==> src/rtl/xps2_host_bridge_pkg.sv <==
// Shared constants, state encodings and key-word layout for the PS/2 host bridge.
package xps2_host_bridge_pkg;

  localparam logic [7:0] PS2_EXT_CODE = 8'hE0;
  localparam logic [7:0] PS2_BRK_CODE = 8'hF0;
  localparam int         BRK_BIT      = 8;
  localparam int         EXT_BIT      = 9;
  localparam int         KEY_W        = 10;
  localparam int         FRAME_BITS   = 11;

  typedef enum logic {RX_IDLE, RX_SHIFT} rx_state_t;

  typedef enum logic [2:0] {
    H_IDLE, H_POLL0, H_POLL1, H_WRKEY, H_WRFLAG
  } host_state_t;

  typedef struct packed {
    logic       ext;
    logic       brk;
    logic [7:0] code;
  } key_word_t;

  // Frame is {stop, parity, d7..d0, start}; odd parity covers d0..d7 plus parity.
  function automatic logic frame_ok(input logic [FRAME_BITS-1:0] f);
    return !f[0] && f[10] && (^f[9:1]);
  endfunction

endpackage

==> src/rtl/xps2_rx.sv <==
// PS/2 frame receiver: input synchronizers, falling-edge detect, 11-bit shift,
// parity/framing check and inter-edge timeout.
module xps2_rx
  import xps2_host_bridge_pkg::*;
#(
  parameter int TIMEOUT_CYC = 5000
) (
  input  logic       clk,
  input  logic       rst,
  input  logic       ps2_clk,
  input  logic       ps2_data,
  output logic [7:0] rx_byte,
  output logic       rx_vld,
  output logic       rx_err
);

  localparam int TO_W = $clog2(TIMEOUT_CYC + 1);

  logic [1:0]            clk_sync, dat_sync;
  logic                  clk_q;
  logic                  fall;
  logic                  timeout;
  rx_state_t             state, state_nxt;
  logic [3:0]            bit_cnt;
  logic [FRAME_BITS-1:0] shreg, frame_nxt;
  logic [TO_W-1:0]       to_cnt;

  // Idle PS/2 lines are high; resetting the sync chain high avoids a false edge.
  always_ff @(posedge clk) begin
    if (rst) begin
      clk_sync <= 2'b11;
      dat_sync <= 2'b11;
      clk_q    <= 1'b1;
    end else begin
      clk_sync <= {clk_sync[0], ps2_clk};
      dat_sync <= {dat_sync[0], ps2_data};
      clk_q    <= clk_sync[1];
    end
  end

  assign fall      = clk_q & ~clk_sync[1];
  assign frame_nxt = {dat_sync[1], shreg[FRAME_BITS-1:1]};
  assign timeout   = (state == RX_SHIFT) && !fall && (to_cnt == TO_W'(TIMEOUT_CYC));

  always_ff @(posedge clk) begin
    if (rst) state <= RX_IDLE;
    else     state <= state_nxt;
  end

  always_comb begin
    state_nxt = state;
    case (state)
      RX_IDLE:  if (fall) state_nxt = RX_SHIFT;
      RX_SHIFT: if ((fall && bit_cnt == 4'd10) || timeout) state_nxt = RX_IDLE;
      default:  state_nxt = RX_IDLE;
    endcase
  end

  always_ff @(posedge clk) begin
    if (rst) begin
      bit_cnt <= '0;
      shreg   <= '0;
      to_cnt  <= '0;
      rx_byte <= '0;
      rx_vld  <= 1'b0;
      rx_err  <= 1'b0;
    end else begin
      rx_vld <= 1'b0;
      rx_err <= 1'b0;
      if (fall || state == RX_IDLE || timeout) to_cnt <= '0;
      else                                     to_cnt <= to_cnt + 1'b1;
      if (fall) shreg <= frame_nxt;
      case (state)
        RX_IDLE: if (fall) bit_cnt <= 4'd1;
        RX_SHIFT: begin
          if (fall) begin
            if (bit_cnt == 4'd10) begin
              bit_cnt <= '0;
              rx_byte <= frame_nxt[8:1];
              rx_vld  <= frame_ok(frame_nxt);
              rx_err  <= !frame_ok(frame_nxt);
            end else begin
              bit_cnt <= bit_cnt + 4'd1;
            end
          end else if (timeout) begin
            bit_cnt <= '0;
            rx_err  <= 1'b1;
          end
        end
        default: bit_cnt <= '0;
      endcase
    end
  end

endmodule

==> src/rtl/xps2_host_bridge.sv <==
// PS/2 keyboard to register-file mailbox bridge: decodes prefixes, queues key
// words and delivers each one through a KEY word plus FLAG handshake.
module xps2_host_bridge
  import xps2_host_bridge_pkg::*;
#(
  parameter int DATA_W      = 32,
  parameter int REGF_ADDR_W = 4,
  parameter int KEY_ADDR    = 0,
  parameter int FLAG_ADDR   = 1,
  parameter int TIMEOUT_CYC = 5000,
  parameter int FIFO_DEPTH  = 4
) (
  input  logic                   clk,
  input  logic                   rst,
  input  logic                   ps2_clk,
  input  logic                   ps2_data,
  output logic [REGF_ADDR_W-1:0] par_addr,
  output logic                   par_we,
  output logic [DATA_W-1:0]      par_wdata,
  input  logic [DATA_W-1:0]      par_rdata,
  output logic                   frame_err,
  output logic                   fifo_ovf
);

  localparam int PTR_W = $clog2(FIFO_DEPTH);
  localparam logic [REGF_ADDR_W-1:0] KEY_A  = REGF_ADDR_W'(KEY_ADDR);
  localparam logic [REGF_ADDR_W-1:0] FLAG_A = REGF_ADDR_W'(FLAG_ADDR);

  logic [7:0]  rx_byte;
  logic        rx_vld, rx_err;
  logic        ext, brk;
  logic        push_req, push_ok, pop;
  key_word_t   push_word;
  logic [KEY_W-1:0] head;
  key_word_t   mem [FIFO_DEPTH];
  logic [PTR_W:0] wr_ptr, rd_ptr;
  logic        fifo_empty, fifo_full;
  host_state_t h_state, h_nxt;
  logic        rdata_unused;

  xps2_rx #(.TIMEOUT_CYC(TIMEOUT_CYC)) u_rx (
    .clk      (clk),
    .rst      (rst),
    .ps2_clk  (ps2_clk),
    .ps2_data (ps2_data),
    .rx_byte  (rx_byte),
    .rx_vld   (rx_vld),
    .rx_err   (rx_err)
  );

  assign frame_err    = rx_err;
  assign rdata_unused = ^par_rdata[DATA_W-1:1];

  // Prefix bytes only arm ext/brk; any other valid byte becomes a key word.
  assign push_req  = rx_vld && rx_byte != PS2_EXT_CODE && rx_byte != PS2_BRK_CODE;
  assign push_word = '{ext: ext, brk: brk, code: rx_byte};

  always_ff @(posedge clk) begin
    if (rst || rx_err) begin
      ext <= 1'b0;
      brk <= 1'b0;
    end else if (rx_vld) begin
      if (rx_byte == PS2_EXT_CODE) ext <= 1'b1;
      else if (rx_byte == PS2_BRK_CODE) brk <= 1'b1;
      else begin
        ext <= 1'b0;
        brk <= 1'b0;
      end
    end
  end

  assign fifo_empty = (wr_ptr == rd_ptr);
  assign fifo_full  = (wr_ptr[PTR_W] != rd_ptr[PTR_W]) &&
                      (wr_ptr[PTR_W-1:0] == rd_ptr[PTR_W-1:0]);
  assign pop        = (h_state == H_WRFLAG);
  // The head was already written out during H_WRKEY, so a full-FIFO push may reuse its slot.
  assign push_ok    = push_req && (!fifo_full || pop);
  assign head       = mem[rd_ptr[PTR_W-1:0]];

  always_ff @(posedge clk) begin
    if (push_ok) mem[wr_ptr[PTR_W-1:0]] <= push_word;
  end

  always_ff @(posedge clk) begin
    if (rst) begin
      wr_ptr   <= '0;
      rd_ptr   <= '0;
      fifo_ovf <= 1'b0;
    end else begin
      if (push_ok) wr_ptr <= wr_ptr + 1'b1;
      if (pop)     rd_ptr <= rd_ptr + 1'b1;
      if (push_req && !push_ok) fifo_ovf <= 1'b1;
    end
  end

  always_ff @(posedge clk) begin
    if (rst) h_state <= H_IDLE;
    else     h_state <= h_nxt;
  end

  // POLL0 presents the FLAG address; POLL1 holds it so a registered read has landed.
  always_comb begin
    h_nxt     = h_state;
    par_addr  = '0;
    par_we    = 1'b0;
    par_wdata = '0;
    case (h_state)
      H_IDLE:  if (!fifo_empty) h_nxt = H_POLL0;
      H_POLL0: begin
        par_addr = FLAG_A;
        h_nxt    = H_POLL1;
      end
      H_POLL1: begin
        par_addr = FLAG_A;
        h_nxt    = par_rdata[0] ? H_POLL0 : H_WRKEY;
      end
      H_WRKEY: begin
        par_addr  = KEY_A;
        par_we    = 1'b1;
        par_wdata = {{(DATA_W-KEY_W){1'b0}}, head};
        h_nxt     = H_WRFLAG;
      end
      H_WRFLAG: begin
        par_addr  = FLAG_A;
        par_we    = 1'b1;
        par_wdata = DATA_W'(1);
        h_nxt     = H_IDLE;
      end
      default: h_nxt = H_IDLE;
    endcase
  end

endmodule

==> config.mk <==
export PLATFORM = sky130hd
export DESIGN_NAME = xps2_host_bridge
export DESIGN_NICKNAME = d
export VERILOG_FILES = /design/src/rtl/xps2_host_bridge_pkg.sv /design/src/rtl/xps2_rx.sv /design/src/rtl/xps2_host_bridge.sv
export SDC_FILE = /design/constraint.sdc
export NUM_CORES = 1
export LEC_CHECK = 0
export BUFFER_PORTS_ARGS = -buffer_cell sky130_fd_sc_hd__buf_2
export CORE_MARGIN = 2
export CORE_UTILIZATION = 45
export DETAILED_ROUTE_END_ITERATION = 6
export PLACE_DENSITY = 0.71
export SYNTH_ARGS = -nofsm -noshare
export SYNTH_HDL_FRONTEND = slang
export SYNTH_SLANG_ARGS = --single-unit
==> constraint.sdc <==
create_clock -name clk -period 2.73 [get_ports clk]
set_input_delay 0.546 -clock clk [delete_from_list [all_inputs] [get_ports clk]]
set_output_delay 0.546 -clock clk [all_outputs]
set_load 0.05 [all_outputs]
==> results by group <==
Outcome
  – Status: finished, final reports clean

Power and ir drop
  – Clk network pwr share: 0.382
  – Worst VDD drop: between 0.3 and 0.4 mV
  – Sequential Power Share: 0.576
  – Sw Ratio: 0.248
  – NetSw: ~650 uW
  – Internal power: between 1.5 and 2 mW
  – Leak: 1.58 nW
  – Combinational share of power: 0.042
  – Pwr Density: between 500 and 600 mW/mm^2

Route
  – Router iterations before antenna repair: 4
  – DR vias/cell: 5.16
  – Routed len/inst: around 13 um
  – DRT antenna net count: 0
  – Post-route DRC violation count: 0
  – Initial DRC Count: between 100 and 150
  – Via count: roughly 2,600
  – DRT Wirelength: approximately 6800 um

GRT
  – Congestion Overflow GR: 0
  – Largest net degree at the start of global routing: between 40 and 50
  – First-pass GRT wire length: between 10,000 and 15,000 um
  – Vias in the first global route: between 2,000 and 2,500
  – Total Routing Usage GR: 0.142
  – Initial antenna violation count: 0

Timing
  – Hold Violations, Final: 0
  – RSZ-0062 raised after global routing: no
  – WHS: between 0.3 and 0.4 ns
  – Setup_tns: 0 ns
  – Min Tclk post-route: about 2.4 ns
  – Clock skew: 0.00935 ns
  – Final worst path period share: 0.870
  – Rel. slew slack: 0.505
  – Max-slew violations: 0
  – Max Fclk: between 0.4 and 0.5 GHz
  – Worst-Margin Slew: approximately 0.74 ns
  – # setup viols final: 0

Placement
  – Placed insts: approximately 490
  – Final GP Congestion: ~0.76
  – IO buf count: 18
  – HPWL Detailed: between 4000 and 5000 um
  – Placed cell area: between 0.004 and 0.005 mm^2

Worst setup path
  – CP arrival: about 1.8 ns
  – Setup CP Type: flop to output pin
  – R2R depth: 3
  – CP max FO: 10
  – FF-to-FF End: mem[1][2]
  – CP required: approximately 2.2 ns
  – FF-to-FF Start: u_rx.rx_byte[7]
  – Worst Setup End Kind: output pin
  – R2R Setup Slk: ~0.77 ns
  – Startpoint types: flop

CTS
  – CTS tree: built
  – CTS Buffer Depth: 2
  – Hold_buf cts: 0
  – Clk slew on worst S/H paths: ~0.1 ns
  – CTS resizes: 0
  – TritonCTS buffer count: 9
  – Clock tree sinks: 97
  – Worst-Skew Late Latency: between 0.3 and 0.4 ns
  – H-tree depth: 3
  – Post-CTS setup buffers: 0
  – Root buf cell: clkbuf_8

Layout
  – Syn-to-layout area delta: 7.64%
  – Fin area: between 0.004 and 0.005 mm^2
  – Final cell count without fillers: 509
  – Antenna Cells: 0
  – Layout net count: around 440
  – Share of cells above drive strength 1: 0.146

Hold path
  – Hold_sp: ps2_clk
  – Hold Crit Depth: 2
  – Hold crit path type: input pin to flop
  – WHS Endpoint: u_rx.clk_sync[0]

Floorplan
  – Die height: between 100 and 150 um
  – DIE AREA: between 0.01 and 0.015 mm^2
  – Die Wd: 101 um
  – Starting Density: 0.458
  – Row count: 35
  – Core area: between 0.009 and 0.01 mm^2
  – IO Pins: 75

Synthesis
  – Sequential share of the synthesized area: 0.559
  – Gate Count Post-Synth: around 380
  – Multiplexer share of the synthesized area: 0.0561
  – Post-synth EDFFs: 40
  – Distinct cells, synth: between 40 and 50
  – Post-synth top flop: dfxtp_1
  – Complex-gate fraction of the synthesized area: 0.0782
  – Synth Area in XOR/XNOR: 0.0513
  – Synthesized flop and latch total: just under 100
  – Syn. warnings: 0
  – Largest family of logic cells by synthesized area: simple AND/OR/NAND/NOR gates
  – Mapped Area: approximately 0.0042 mm^2
  – Ys async rst share: 0
  – Synth Area per Inst: around 11 um^2
  – Synth Area in Adders: 0.0269
  – Simple-Gate Fraction of Synth Area: 0.159

Flow run
  – Max-cap violations: 0
==> metrics by stage <==
stage	setup WS, ns	util	power, mW
floorplan	0.206	-	1.67
finish	0.356	0.493	2.61
CTS	0.318	0.493	2.63
global placement	0.758	0.469	1.65
detailed placement	0.730	0.469	1.65
global route	0.208	0.493	2.71
==> cell type report <==
class / count / area [um^2]
timing repair buffer: 22 / 120
clock buffer: 9 / 124
inverter: 11 / 41.3
fill: 812 / 4640
tap: 111 / 139
multi-input combinational: 252 / 1650
sequential: 97 / 2340
clock inverter: 7 / 96.3
==> cell families (layout without fill, tap and decap cells) <==
group | after synthesis | in the layout
compound gates | 57 | 57
xor+xnor | 23 | 23
fa+ha+maj | 9 | 9
buf+inv | 51 | 49
flops | 97 | 97
mux | 11 | 11
other cells | 1 | 25
simple gates | 127 | 127
==> synthesized netlist by cell type (4+ instances only) <==
library cell,number,area share
nand4_1,7,0.010
nor2b_1,11,0.016
nand2b_1,4,0.0060
a21oi_1,32,0.038
edfxtp_1,40,0.29
nand2_1,39,0.035
xnor2_1,10,0.021
nand3_1,8,0.0096
clkbuf_1,11,0.0099
mux4_2,10,0.054
buf_4,25,0.045
ha_1,9,0.027
or2_2,5,0.0075
xor2_1,12,0.025
nor2_1,23,0.021
and3_1,6,0.0090
o21ai_0,12,0.014
dfxtp_1,57,0.27
inv_1,11,0.0099
nor3_1,4,0.0048
==> layout by cell type, fill, tap and decap left out, drive strengths merged, types with 6 or more instances in the layout <==
| cell type | synthesis | routed |
|---|---|---|
| inv | 11 | 15 |
| edfxtp | 40 | 40 |
| and3 | 6 | 6 |
| mux4 | 10 | 10 |
| nand4 | 7 | 7 |
| nand3 | 8 | 8 |
| nor2 | 23 | 23 |
| xor2 | 12 | 12 |
| dfxtp | 57 | 57 |
| a21oi | 32 | 32 |
| xnor2 | 10 | 10 |
| nor2b | 11 | 11 |
| conb | 1 | 25 |
| ha | 9 | 9 |
| o21ai | 12 | 12 |
| nand2 | 39 | 39 |
| clkbuf | 12 | 9 |
| buf | 28 | 22 |
==> flip-flops by register name, summed over array words and instances (netlist names), 2 cells and up, named ones only <==
| register | count |
|---|---|
| u_rx.dat_sync | 2 |
| u_rx.rx_byte | 8 |
| u_rx.to_cnt | 13 |
| u_rx.clk_sync | 2 |
| mem | 40 |
| rd_ptr | 3 |
| wr_ptr | 3 |
| h_state | 3 |
| u_rx.bit_cnt | 4 |
| u_rx.shreg | 10 |
==> worst max-delay path, stage by stage (launching register included) <==
cell and delay (ns):
dfxtp_1 0.32, buf_4 0.23, mux4_2 0.55, nor2b_1 0.14
buf_2 0.22
==> power groups by stage <==
stage               combinational (mW)  clock (mW)  sequential, mW
detailed placement               0.109           0            1.54
global placement                 0.108           0            1.54
floorplan                        0.130           0            1.54
finish                           0.110       0.999            1.51
global route                     0.117        1.08            1.51
CTS                              0.110        1.02            1.51
==> worst max path at each step <==
stage	startpoint	end	depth (start not counted)
CTS	flop	par_wdata[6]	4
detailed placement	flop	par_wdata[6]	4
floorplan	flop	par_wdata[0]	4
global route	h_state[1]	par_wdata[0]	3
global placement	flop	par_wdata[1]	4
finish	flop	par_wdata[6]	4
==> per-layer routing <==
layer | wire (um) | vias up | track usage
met5 | 0 | - | 0
met4 | 133 | 0 | 0.0527
met3 | 236 | 14 | 0.0416
met2 | 3320 | 52 | 0.237
met1 | 3070 | 1248 | 0.176
li1 | - | 1310 | -
(Power assumes the default switching activity.)
